--- src/rtl/kpn_fifo_channel_if.sv ---
// kpn_fifo_channel_if: producer/consumer handshake bundle of a KPN FIFO channel.
`timescale 1ns/1ps
interface kpn_fifo_channel_if #(
    parameter int DATA_WIDTH = 16,
    parameter int ADDR_WIDTH = 3
);
    logic                  wr;
    logic [DATA_WIDTH-1:0] entry_1;
    logic                  rd;
    logic [DATA_WIDTH-1:0] output_1;
    logic                  out_valid;
    logic                  full;
    logic                  empty;
    logic [ADDR_WIDTH:0]   count;
    logic                  overflow;
    logic                  underflow;

    modport master (
        output wr, entry_1, rd,
        input  output_1, out_valid, full, empty, count, overflow, underflow
    );
    modport slave (
        input  wr, entry_1, rd,
        output output_1, out_valid, full, empty, count, overflow, underflow
    );
endinterface

--- src/rtl/kpn_fifo_channel.sv ---
// kpn_fifo_channel: bounded blocking FIFO between two KPN processes.
// Define KPN_CHANNEL_INIT_TOKEN_EN to preload one INIT_VALUE token at reset.
`timescale 1ns/1ps
module kpn_fifo_channel #(
    parameter int                    DATA_WIDTH = 16,
    parameter int                    DEPTH      = 8,
    parameter int                    ADDR_WIDTH = 3,
    parameter logic [DATA_WIDTH-1:0] INIT_VALUE = '0
) (
    input  logic               clk,
    input  logic               rst_n,
    kpn_fifo_channel_if.slave  ch
);
    localparam int CW = ADDR_WIDTH + 1;
`ifdef KPN_CHANNEL_INIT_TOKEN_EN
    localparam logic [ADDR_WIDTH-1:0] WPTR_RST  = ADDR_WIDTH'(1);
    localparam logic [CW-1:0]         COUNT_RST = CW'(1);
`else
    localparam logic [ADDR_WIDTH-1:0] WPTR_RST  = '0;
    localparam logic [CW-1:0]         COUNT_RST = '0;
`endif

    logic [DATA_WIDTH-1:0] mem_q [DEPTH];
    logic [ADDR_WIDTH-1:0] wptr_q, wptr_d, rptr_q, rptr_d;
    logic [CW-1:0]         count_q, count_d;
    logic [DATA_WIDTH-1:0] output_1_q, output_1_d;
    logic                  out_valid_q, overflow_q, underflow_q;
    logic                  full, empty, wr_ok, rd_ok;

    always_comb begin
        full       = count_q == CW'(DEPTH);
        empty      = count_q == '0;
        wr_ok      = ch.wr & ~full;
        rd_ok      = ch.rd & ~empty;
        wptr_d     = wptr_q + ADDR_WIDTH'(wr_ok);
        rptr_d     = rptr_q + ADDR_WIDTH'(rd_ok);
        count_d    = count_q + CW'(wr_ok) - CW'(rd_ok);
        output_1_d = rd_ok ? mem_q[rptr_q] : output_1_q;
    end

    // Slot 0 always resets to INIT_VALUE; it is only observable when preloaded.
    always_ff @(posedge clk or negedge rst_n) begin
        if (!rst_n) mem_q[0] <= INIT_VALUE;
        else if (wr_ok) mem_q[wptr_q] <= ch.entry_1;
    end

    always_ff @(posedge clk or negedge rst_n) begin
        if (!rst_n) begin
            wptr_q      <= WPTR_RST;
            rptr_q      <= '0;
            count_q     <= COUNT_RST;
            output_1_q  <= '0;
            out_valid_q <= 1'b0;
            overflow_q  <= 1'b0;
            underflow_q <= 1'b0;
        end else begin
            wptr_q      <= wptr_d;
            rptr_q      <= rptr_d;
            count_q     <= count_d;
            output_1_q  <= output_1_d;
            out_valid_q <= rd_ok;
            overflow_q  <= ch.wr & full;
            underflow_q <= ch.rd & empty;
        end
    end

    assign ch.output_1  = output_1_q;
    assign ch.out_valid = out_valid_q;
    assign ch.full      = full;
    assign ch.empty     = empty;
    assign ch.count     = count_q;
    assign ch.overflow  = overflow_q;
    assign ch.underflow = underflow_q;
endmodule

--- src/flat_wrapper.sv ---
// flat-port wrapper written by rule: the top's interface ports become plain ports
module kpn_fifo_channel_flat 
#(
    parameter int                    DATA_WIDTH = 16,
    parameter int                    DEPTH      = 8,
    parameter int                    ADDR_WIDTH = 3,
    parameter logic [DATA_WIDTH-1:0] INIT_VALUE = '0
)
  (clk, rst_n, ch_wr, ch_entry_1, ch_rd, ch_output_1, ch_out_valid, ch_full, ch_empty, ch_count, ch_overflow, ch_underflow);
  kpn_fifo_channel_if #(.DATA_WIDTH(DATA_WIDTH), .ADDR_WIDTH(ADDR_WIDTH)) ch_i ();
  input  logic clk;
  input  logic rst_n;
  input wire logic [$bits(ch_i.wr)-1:0] ch_wr;
  input wire logic [$bits(ch_i.entry_1)-1:0] ch_entry_1;
  input wire logic [$bits(ch_i.rd)-1:0] ch_rd;
  output wire logic [$bits(ch_i.output_1)-1:0] ch_output_1;
  output wire logic [$bits(ch_i.out_valid)-1:0] ch_out_valid;
  output wire logic [$bits(ch_i.full)-1:0] ch_full;
  output wire logic [$bits(ch_i.empty)-1:0] ch_empty;
  output wire logic [$bits(ch_i.count)-1:0] ch_count;
  output wire logic [$bits(ch_i.overflow)-1:0] ch_overflow;
  output wire logic [$bits(ch_i.underflow)-1:0] ch_underflow;
  assign ch_i.wr = ch_wr;
  assign ch_i.entry_1 = ch_entry_1;
  assign ch_i.rd = ch_rd;
  assign ch_output_1 = ch_i.output_1;
  assign ch_out_valid = ch_i.out_valid;
  assign ch_full = ch_i.full;
  assign ch_empty = ch_i.empty;
  assign ch_count = ch_i.count;
  assign ch_overflow = ch_i.overflow;
  assign ch_underflow = ch_i.underflow;
  kpn_fifo_channel #(.DATA_WIDTH(DATA_WIDTH), .DEPTH(DEPTH), .ADDR_WIDTH(ADDR_WIDTH), .INIT_VALUE(INIT_VALUE)) u_core (.clk(clk), .rst_n(rst_n), .ch(ch_i));
endmodule
--- config.mk ---
export PLATFORM = sky130hd
export DESIGN_NAME = kpn_fifo_channel_flat
export DESIGN_NICKNAME = d
export VERILOG_FILES = /design/src/rtl/kpn_fifo_channel_if.sv /design/src/rtl/kpn_fifo_channel.sv /design/src/flat_wrapper.sv
export SDC_FILE = /design/constraint.sdc
export NUM_CORES = 1
export LEC_CHECK = 0
export ABC_AREA = 1
export BUFFER_PORTS_ARGS = -buffer_cell sky130_fd_sc_hd__buf_2
export CAP_MARGIN = 20
export CORE_UTILIZATION = 25
export CTS_CLUSTER_SIZE = 8
export DETAILED_ROUTE_END_ITERATION = 6
export GPL_TIMING_DRIVEN = 0
export SYNTH_ARGS = -nofsm -noshare
export SYNTH_HDL_FRONTEND = slang
export SYNTH_SLANG_ARGS = --single-unit
--- constraint.sdc ---
create_clock -name clk -period 3.8 [get_ports clk]
set_clock_uncertainty 0.1 [all_clocks]
set_input_delay 0.57 -clock clk [delete_from_list [all_inputs] [get_ports clk]]
set_output_delay 0.57 -clock clk [all_outputs]
set_load 0.02 [all_outputs]
==> results of run 1 <==
==> synthesized netlist by cell type <==
cell,count
nor2_8,1
inv_2,7
xor2_1,3
nor2_1,9
nor2_2,1
buf_8,1
o21ai_0,1
fa_1,1
nand3_1,98
dfrtp_1,45
buf_4,8
a21oi_1,1
buf_6,6
nand2_2,10
nand2_4,1
edfxtp_1,112
nor3_1,3
nand2_1,237
ha_1,8
buf_2,12
nor2_4,1
inv_4,1
inv_1,103
nand3_2,2
clkbuf_1,2
xnor2_1,1
==> power groups by stage <==
stage	Clock, uW	Combinational [uW]	Sequential [uW]
floorplan	0	1370	2460
global placement	0	2180	2340
detailed placement	0	2270	2350
CTS	1770	2280	2310
global route	1840	2520	2340
finish	1740	2250	2310
==> registers in the layout, indices dropped and copies added, names as in the netlist <==
name,cells
u_core.ch.underflow,1
u_core.ch.overflow,1
u_core.ch.out_valid,1
u_core.ch.output_1,16
u_core.mem_q,128
u_core.rptr_q,3
u_core.wptr_q,3
u_core.ch.count,4
==> worst paths after layout <==
check	end	from
max	u_core.mem_q[95]	u_core.ch.count[2]
min	u_core.ch.output_1[1]	rst_n
max reg2reg	u_core.mem_q[95]	u_core.ch.count[2]
min reg2reg	u_core.ch.output_1[9]	u_core.ch.output_1[9]
max in group asynchronous	u_core.ch.output_1[13]	rst_n
min in group clk	u_core.mem_q[79]	ch_entry_1[15]
==> cell families (layout without fill, tap and decap cells) <==
family,count (synthesis),after routing
flops,157,157
simple gates,363,363
xor+xnor,4,4
fa+ha+maj,9,9
buf+inv,140,225
compound gates,2,2
==> routing by layer <==
layer	part of all wire (%)	vias up	wire length (um)	GRT usage, %
met2	47	140	7700	19.6
met3	6.7	19	1110	3.26
li1	-	2280	-	-
met1	45	2184	7450	16.4
met5	0	-	0	0
met4	1.4	0	236	4.63
==> cell type report <==
class | count | area [um2] | area share (%)
Multi-Input combinational cell | 378 | 1750 | 21.2
Clock inverter | 11 | 140 | 1.70
Clock buffer | 21 | 470 | 5.70
Inverter | 111 | 419 | 5.08
Tap cell | 341 | 427 | 5.17
Timing Repair Buffer | 53 | 345 | 4.18
Sequential cell | 157 | 4490 | 54.4
Buffer | 29 | 210 | 2.55
==> metrics by stage <==
step,hold slack (ps),utilization (%)
final,8.39,30.7
after global placement,361,27.9
after detailed placement,362,28.4
after CTS,9.41,30.7
after floorplan,174,-
after global routing,38.6,30.7
==> results.json, run 1 <==
{
  "outcome": "completed",
  "start_util_pct": 25.5,
  "ant_nets": 0,
  "synth_fa_ha_area_share_pct": 1.76,
  "grt.total_usage_pct": 12.5,
  "synthMuxAreaShare_pct": 0,
  "sequentialPowerShare_pct": 36.6,
  "postLayoutCellArea_um2": 8250,
  "pre_cts_ws_ps": 905,
  "final_cell_mix": "nand2_1 (237), edfxtp_1 (112), inv_1 (103), nand3_1 (98), buf_2 (56)",
  "hold_path_class": "input port to asynchronous set/reset pin",
  "power.switching_uw": 2320,
  "grt_pass1_vias": 4516,
  "max-slew-margin-rel_pct": 38.1,
  "syn_to_final_growth_pct": 20.6,
  "hold_viol": 0,
  "drt_iter0_drc": 346,
  "power_switching_share_pct": 36.8,
  "cts_buffer_depth": 2,
  "layout_commonest_cell": "nand2_1",
  "vias": 4623,
  "p_leak_uw": 0.00377,
  "die_x_um": 167,
  "die_h_um": 167,
  "drv_slew": 0,
  "period_share_pct": 63.5,
  "cts_tree": "done",
  "setup_tns_ps": 0,
  "cts.sinks": 157,
  "startpoint_type": "flip-flop",
  "drt-vias-per-instance": 4.20,
  "grt-ovfl-total": 0,
  "io_buffers": 44,
  "p_comb_share_pct": 35.7,
  "grt_pass1_wl_mm": 25.9,
  "antenna_cells": 0,
  "hold_buffers": 0,
  "vdd_ir_drop_max_mv": 0.393,
  "syn-cell-area_um2": 6840,
  "h-tree-depth": 4,
  "synth_top_family_by_area": "simple AND/OR/NAND/NOR gates",
  "synthSimpleGateAreaFrac_pct": 22.8,
  "syn_nets": 704,
  "worst_slack_ps": 1390,
  "cap_viol_max_count": 0,
  "rows": 60,
  "required_ps": 3830,
  "netlist_instances": 675,
  "placed_cell_area_um2": 7640,
  "rrSetupSlack_ps": 1390,
  "cts_resized": 0,
  "crit_family": "simple AND/OR/NAND/NOR gates",
  "cts_buffers": 17,
  "clkLatencyLatePin_ps": 430,
  "synth_compound_area_share_pct": 0.146,
  "synth_xor_area_share_pct": 0.512,
  "critical_path_class": "flip-flop to flip-flop",
  "post-cts-setup-buffers": 0,
  "intPower_uw": 3990,
  "yosysSeqAreaShare_pct": 65.6,
  "clockRootBuffer": "clkbuf_16",
  "drc": 0,
  "worst_pin_slew_ps": 923,
  "slowest_stage": "nor3_2",
  "layout.cells.non_filler": 1101,
  "setup_violations": 0,
  "nets": 776,
  "max_clock_freq_mhz": 414,
  "crit_chain": "inv_1 > ha_1 > nand3_2 > inv_2 > nor2_8 > nand2_1 > nor3_2 > buf_6",
  "rsz0062_at_grt": "no",
  "grt_max_degree": 30,
  "yosysUniqueCellTypes": 26,
  "cp-end-kind": "flip-flop",
  "synth.top_cell.area_share_pct": 49.1,
  "pwr-share-clk_pct": 27.7,
  "place_congestion": 0.766,
  "die_area_um2": 28000,
  "place_inst": 1069,
  "ios": 45,
  "cts.clk_slew.worst_paths_ps": 60,
  "ff2ff_path_depth": 8,
  "ys_seq_elements": 157,
  "first_pass_iters": 5,
  "postSynthAreaPerCell_um2": 10.1,
  "cp_num_cells": 8,
  "layout-drive-gt1-share_pct": 18.7,
  "min_period_ps": 2410,
  "cp.arrival_ps": 2440,
  "p_per_area_nw_per_um2": 764,
  "core-area_um2": 26900,
  "cp_num_buf_inv": 3,
  "path_max_fanout": 9,
  "synth_warnings": 0,
  "synth_area_leaders": "edfxtp_1 (49%), dfrtp_1 (16%), nand2_1 (13%)",
  "dp_hpwl_mm": 11.6,
  "routed_wl_mm": 16.5,
  "fill_cells": 2710,
  "antenna_found_initial": 0,
  "avgRoutedWirePerCell_um": 15.0,
  "synth_top_cell_by_area": "edfxtp_1",
  "cp_slowest_stage_delay_ps": 720,
  "power.total_uw": 6310
}
Power figures use the tool's default switching activity.
==> run 2, diff against run 1 <==
Clock period 3.8 ns to 2.2 ns, I/O delays scaled along.
==> run 2 against run 1 <==
Against the previous run: largest cell class unchanged; register-to-register slack got worse by 1300 ps; die area did not move; via count rose by 0.69%; combinational power rose by 77%; final cell count rose by 0.64%; critical endpoint is now u_core.ch.count[2]; count of clock-buffer cells in the layout rose by 4; critical path type unchanged.
==> results.json, run 2 (synthesis results as in run 1) <==
{
  "drt-vias-per-instance": 4.20,
  "regMostFlops": "u_core.mem_q",
  "setup_violations": 0,
  "cp_num_buf_inv": 3,
  "worst_slack_ps": 116,
  "cp.arrival_ps": 2300,
  "startpoint_type": "flip-flop",
  "cts.clk_slew.worst_paths_ps": 60,
  "crit_family": "adder cells",
  "grt.total_usage_pct": 12.5,
  "grt-ovfl-total": 0,
  "cp-end-kind": "flip-flop",
  "die_x_um": 167,
  "crit_chain": "inv_2 > ha_1 > nand3_2 > inv_4 > nor2_4 > buf_6 > nand2_4 > o21ai_1 > ha_2 > fa_1 > xor2_1",
  "worstReg2RegStart": "u_core.ch.count[2]",
  "max_clock_freq_mhz": 480,
  "rsz0062_at_grt": "yes",
  "path_max_fanout": 10,
  "whs_ps": 84.3,
  "io_buffers": 44,
  "cts_buffer_depth": 2,
  "outcome": "completed",
  "h-tree-depth": 4,
  "drv_slew": 0,
  "place_inst": 1067,
  "cts_buffers": 17,
  "timing.rr.end": "u_core.ch.count[2]",
  "cts.sinks": 157,
  "vias": 4655,
  "layout_commonest_cell": "nand2_1",
  "die_area_um2": 28000,
  "layout.cells.non_filler": 1108,
  "layout-drive-gt1-share_pct": 19.3,
  "cts_tree": "done",
  "clkLatencyLatePin_ps": 430,
  "die_h_um": 167,
  "vdd_ir_drop_max_mv": 0.708,
  "syn_to_final_growth_pct": 22.6,
  "hold_path_class": "input port to flip-flop",
  "multi_input_area_um2": 1800,
  "cap_viol_max_count": 0,
  "routed_wl_mm": 16.4,
  "drc": 0,
  "dp_hpwl_mm": 10.9,
  "p_per_area_nw_per_um2": 1280,
  "pre_cts_ws_ps": -417,
  "ant_nets": 0,
  "first_pass_iters": 4,
  "fill_cells": 2712,
  "cp_slowest_stage_delay_ps": 400,
  "antenna_cells": 0,
  "period_share_pct": 94.7,
  "critical_path_class": "flip-flop to flip-flop",
  "start_util_pct": 25.5,
  "grt_pass1_wl_mm": 25.9,
  "worst_pin_slew_ps": 681,
  "startpoint": "u_core.ch.count[2]",
  "min_period_ps": 2080,
  "hold_viol": 0,
  "nets": 783,
  "required_ps": 2420,
  "grt_max_degree": 24,
  "final_cell_mix": "nand2_1 (236), edfxtp_1 (112), inv_1 (102), nand3_1 (97), buf_2 (56)",
  "clockRootBuffer": "clkbuf_16",
  "max-slew-margin-rel_pct": 54.6,
  "p_leak_uw": 0.00383,
  "avgRoutedWirePerCell_um": 14.8,
  "holdPathStages": 1,
  "largest_reg_flops": 128,
  "hold_path_end": "u_core.mem_q[33]",
  "slowest_stage": "dfrtp_2",
  "core-area_um2": 26900,
  "setup_tns_ps": 0,
  "antenna_found_initial": 3,
  "regArea_um2": 4490,
  "rrSetupSlack_ps": 120,
  "rows": 60,
  "ff2ff_path_depth": 11,
  "hp-start": "ch_entry_1[1]",
  "ios": 45,
  "place_congestion": 0.771,
  "drt_iter0_drc": 311,
  "grt_pass1_vias": 4624
}
-- run 2: cell types whose count changed in the layout (fill, tap and decap cells not counted), moves of 4 or more --
| cell | before | now |
|---|---|---|
| buf_12 | 1 | 5 |
| buf_4 | 8 | 12 |
| buf_6 | 10 | 6 |
| nor2_2 | 5 | 1 |
| nor2_4 | 1 | 5 |
-- run 2: per-layer routing --
layer / vias up / track usage [%] / part of all wire (%)
met1: 2230 / 15.5 / 44
met3: 33 / 3.10 / 4.2
met2: 92 / 21.0 / 49
met4: 6 / 4.91 / 2.3
met5: - / 0 / 0.17
li1: 2294 / - / -
-- run 2: worst max-delay path by stage --
stage	endpoint	slack (ps)	cells after the start
5_1_grt	u_core.ch.count[2]	-40	11
4_1_cts	u_core.ch.count[2]	20	11
3_3_place_gp	u_core.mem_q[43]	-1320	3
3_5_place_dp	u_core.mem_q[88]	-420	3
6_report	u_core.ch.count[2]	120	11
2_1_floorplan	u_core.mem_q[0]	-120	7
-- run 2: what timing repair did --
action	CTS	global route
hold buffers	2	0
pin swaps	2	3
buffers inserted	3	4
hold endpoints to repair	23	0
gates resized for setup	7	3
setup endpoints to repair	54	27
-- run 2: layout make-up --
cell class / count / area share (%)
plain buffers: 29 / 2.51
inverters: 111 / 5.03
clock buffers: 25 / 5.91
clock inverters: 7 / 0.761
flip-flops and latches: 157 / 53.5
well taps: 341 / 5.09
repair buffers: 60 / 5.67
multi-input cells: 378 / 21.5
-- run 2: worst register-to-register path: stages (launching register included) --
cell and delay, ps:
dfrtp_2 400, inv_2 80, ha_1 160, nand3_2 110, inv_4 80, nor2_4 40
buf_6 150, nand2_4 80, o21ai_1 70, ha_2 180, fa_1 370, xor2_1 150
-- run 2: power by group --
| part | total, uW | leakage (uW) | internal, uW | switching (uW) |
|---|---|---|---|---|
| Clock | 2770 | 0.000272 | 1660 | 1100 |
| Sequential | 4010 | 0.00156 | 3740 | 272 |
| Combinational | 3980 | 0.00199 | 1340 | 2640 |
-- run 2: through the flow --
stage / power, uW / instance area (um2) / utilization (%)
floorplan: 6630 / 6860 / -
global placement: 7810 / 7510 / 27.9
detailed placement: 7980 / 7670 / 28.6
CTS: 10800 / 8330 / 31.0
global route: 11400 / 8390 / 31.2
finish: 10800 / 8390 / 31.2
==> run 3, diff against run 2 <==
Settings changed: CELL_PAD_IN_SITES_DETAIL_PLACEMENT from default to 1, CELL_PAD_IN_SITES_GLOBAL_PLACEMENT from default to 1, PLACE_DENSITY_LB_ADDON from default to 0.1, RECOVER_POWER from default to 25, SLEW_MARGIN from default to 20.
==> run 3 against run 2 <==
Against the previous run: final cell count hardly changed; utilization barely moved; flip-flop and latch count unchanged; critical endpoint is now u_core.mem_q[12]; worst hold slack improved by 14 ps; global-route usage up 3.3 points; largest power group is now combinational logic; fmax grew 0.73%.
==> results.json, run 3 (synthesis results as in run 1) <==
{
  "antenna_found_initial": 0,
  "place_inst": 1064,
  "final_cell_mix": "nand2_1 (236), edfxtp_1 (112), inv_1 (102), nand3_1 (98), dfrtp_1 (44)",
  "power_switching_share_pct": 39.3,
  "grt_max_degree": 46,
  "max-slew-margin-rel_pct": 42.8,
  "grt-ovfl-total": 0,
  "rows": 60,
  "whs_ps": 98.7,
  "power.switching_uw": 4400,
  "required_ps": 2230,
  "worst_pin_slew_ps": 858,
  "drt-vias-per-instance": 4.30,
  "regArea_um2": 4490,
  "sequentialPowerShare_pct": 35.8,
  "cap_viol_max_count": 0,
  "layout_commonest_cell": "nand2_1",
  "core-area_um2": 26900,
  "intPower_uw": 6790,
  "startpoint_type": "flip-flop",
  "crit_chain": "inv_2 > ha_1 > nand3_2 > inv_2 > nor2_8 > nand3_1 > nor2_4 > buf_12",
  "drv_slew": 0,
  "worst_slack_ps": 131,
  "setup_tns_ps": 0,
  "first_pass_iters": 4,
  "io_buffers": 44,
  "die_h_um": 167,
  "multi_input_area_um2": 1800,
  "nets": 784,
  "start_util_pct": 25.5,
  "h-tree-depth": 4,
  "layout.cells.non_filler": 1109,
  "cp_slowest_stage_delay_ps": 360,
  "cts_buffer_depth": 2,
  "cts_buffers": 17,
  "fill_cells": 3043,
  "drc": 0,
  "period_share_pct": 94.0,
  "vias": 4771,
  "clockRootBuffer": "clkbuf_16",
  "drt_iter0_drc": 253,
  "ff2ff_path_depth": 8,
  "cp-end-kind": "flip-flop",
  "holdPathStages": 3,
  "die_x_um": 167,
  "grt_pass1_wl_mm": 31.7,
  "layout-drive-gt1-share_pct": 18.4,
  "hold_viol": 0,
  "pre_cts_ws_ps": -531,
  "grt.total_usage_pct": 15.8,
  "p_comb_share_pct": 37.5,
  "setup_violations": 0,
  "min_period_ps": 2070,
  "pwr-share-clk_pct": 26.7,
  "die_area_um2": 28000,
  "cts.clk_slew.worst_paths_ps": 70,
  "clkLatencyLatePin_ps": 430,
  "p_per_area_nw_per_um2": 1330,
  "grt_pass1_vias": 5139,
  "outcome": "completed",
  "antenna_cells": 0,
  "rsz0062_at_grt": "no",
  "regMostFlops": "u_core.mem_q",
  "largest_reg_flops": 128,
  "routed_wl_mm": 20.8,
  "place_congestion": 0.748,
  "cts.sinks": 157,
  "p_leak_uw": 0.00380,
  "critical_path_class": "flip-flop to flip-flop",
  "cp.arrival_ps": 2100,
  "hold_path_class": "input port to flip-flop",
  "power.total_uw": 11200,
  "vdd_ir_drop_max_mv": 0.573,
  "cts_tree": "done",
  "dp_hpwl_mm": 13.6,
  "path_max_fanout": 16,
  "crit_top_cell": "inv_2",
  "max_clock_freq_mhz": 483,
  "avgRoutedWirePerCell_um": 18.8,
  "slowest_stage": "dfrtp_2",
  "ios": 45,
  "ant_nets": 0,
  "syn_to_final_growth_pct": 22.7
}
[run 3: cell count changes in the layout (fill, tap and decap cells not counted), sizes merged]
cell	before	now
buf	86	74
bufinv	1	2
clkbuf	27	34
clkinvlp	1	3
inv	111	114
[run 3: layout make-up]
cell class | count | area share (%)
Clock inverter | 13 | 1.67
Timing Repair Buffer | 61 | 5.50
Tap cell | 341 | 5.08
Clock buffer | 19 | 5.27
Multi-Input combinational cell | 378 | 21.5
Sequential cell | 157 | 53.5
Inverter | 111 | 5.02
Buffer | 29 | 2.50
[run 3: worst max-delay path: cells and delay by family (launching register included)]
kind                     cells  cell delay [ps]
adder cells (fa/ha/maj)      1              200
buffers and inverters        3              310
flip-flops                   1              360
AND/OR/NAND/NOR              4              770
[run 3: per-stage QoR]
| stage | utilization, % | instance area (um2) |
|---|---|---|
| global route | 31.2 | 8400 |
| CTS | 31.2 | 8400 |
| floorplan | - | 6860 |
| finish | 31.2 | 8400 |
| detailed placement | 28.3 | 7620 |
| global placement | 27.9 | 7510 |
[run 3: timing repair]
| item | in CTS | in global routing |
|---|---|---|
| pin swaps | 6 | 0 |
| setup buffers | 10 | 1 |
| hold buffers | 2 | 0 |
| gates resized for setup | 4 | 4 |
| hold endpoints to repair | 45 | 0 |
| setup endpoints to repair | 107 | 2 |
[run 3: layer usage]
metal	GRT usage (%)	vias to the layer above	wire length, um
met2	26.9	72	10300
met1	20.4	2385	9490
met3	2.74	18	731
met5	0	-	0
li1	-	2296	-
met4	5.11	0	275
[run 3: final timing paths]
kind | start | to | slack [ps]
worst max-delay path | u_core.ch.count[2] | u_core.mem_q[12] | 130
worst min-delay path | ch_rd | u_core.ch.underflow | 100
worst max register to register | u_core.ch.count[2] | u_core.mem_q[12] | 130
worst min register to register | u_core.mem_q[124] | u_core.mem_q[124] | 380
max in group asynchronous | rst_n | u_core.ch.output_1[5] | 1400
min in group asynchronous | rst_n | u_core.ch.count[3] | 350
[run 3: power by group through the flow]
| stage | registers, uW | logic (uW) | clock network, uW |
|---|---|---|---|
| final | 4000 | 4200 | 2990 |
| after global routing | 4070 | 4730 | 3170 |
| after CTS | 4010 | 4290 | 3060 |
| after detailed placement | 4070 | 4200 | 0 |
| after global placement | 4040 | 4060 | 0 |
| after floorplan | 4260 | 2380 | 0 |
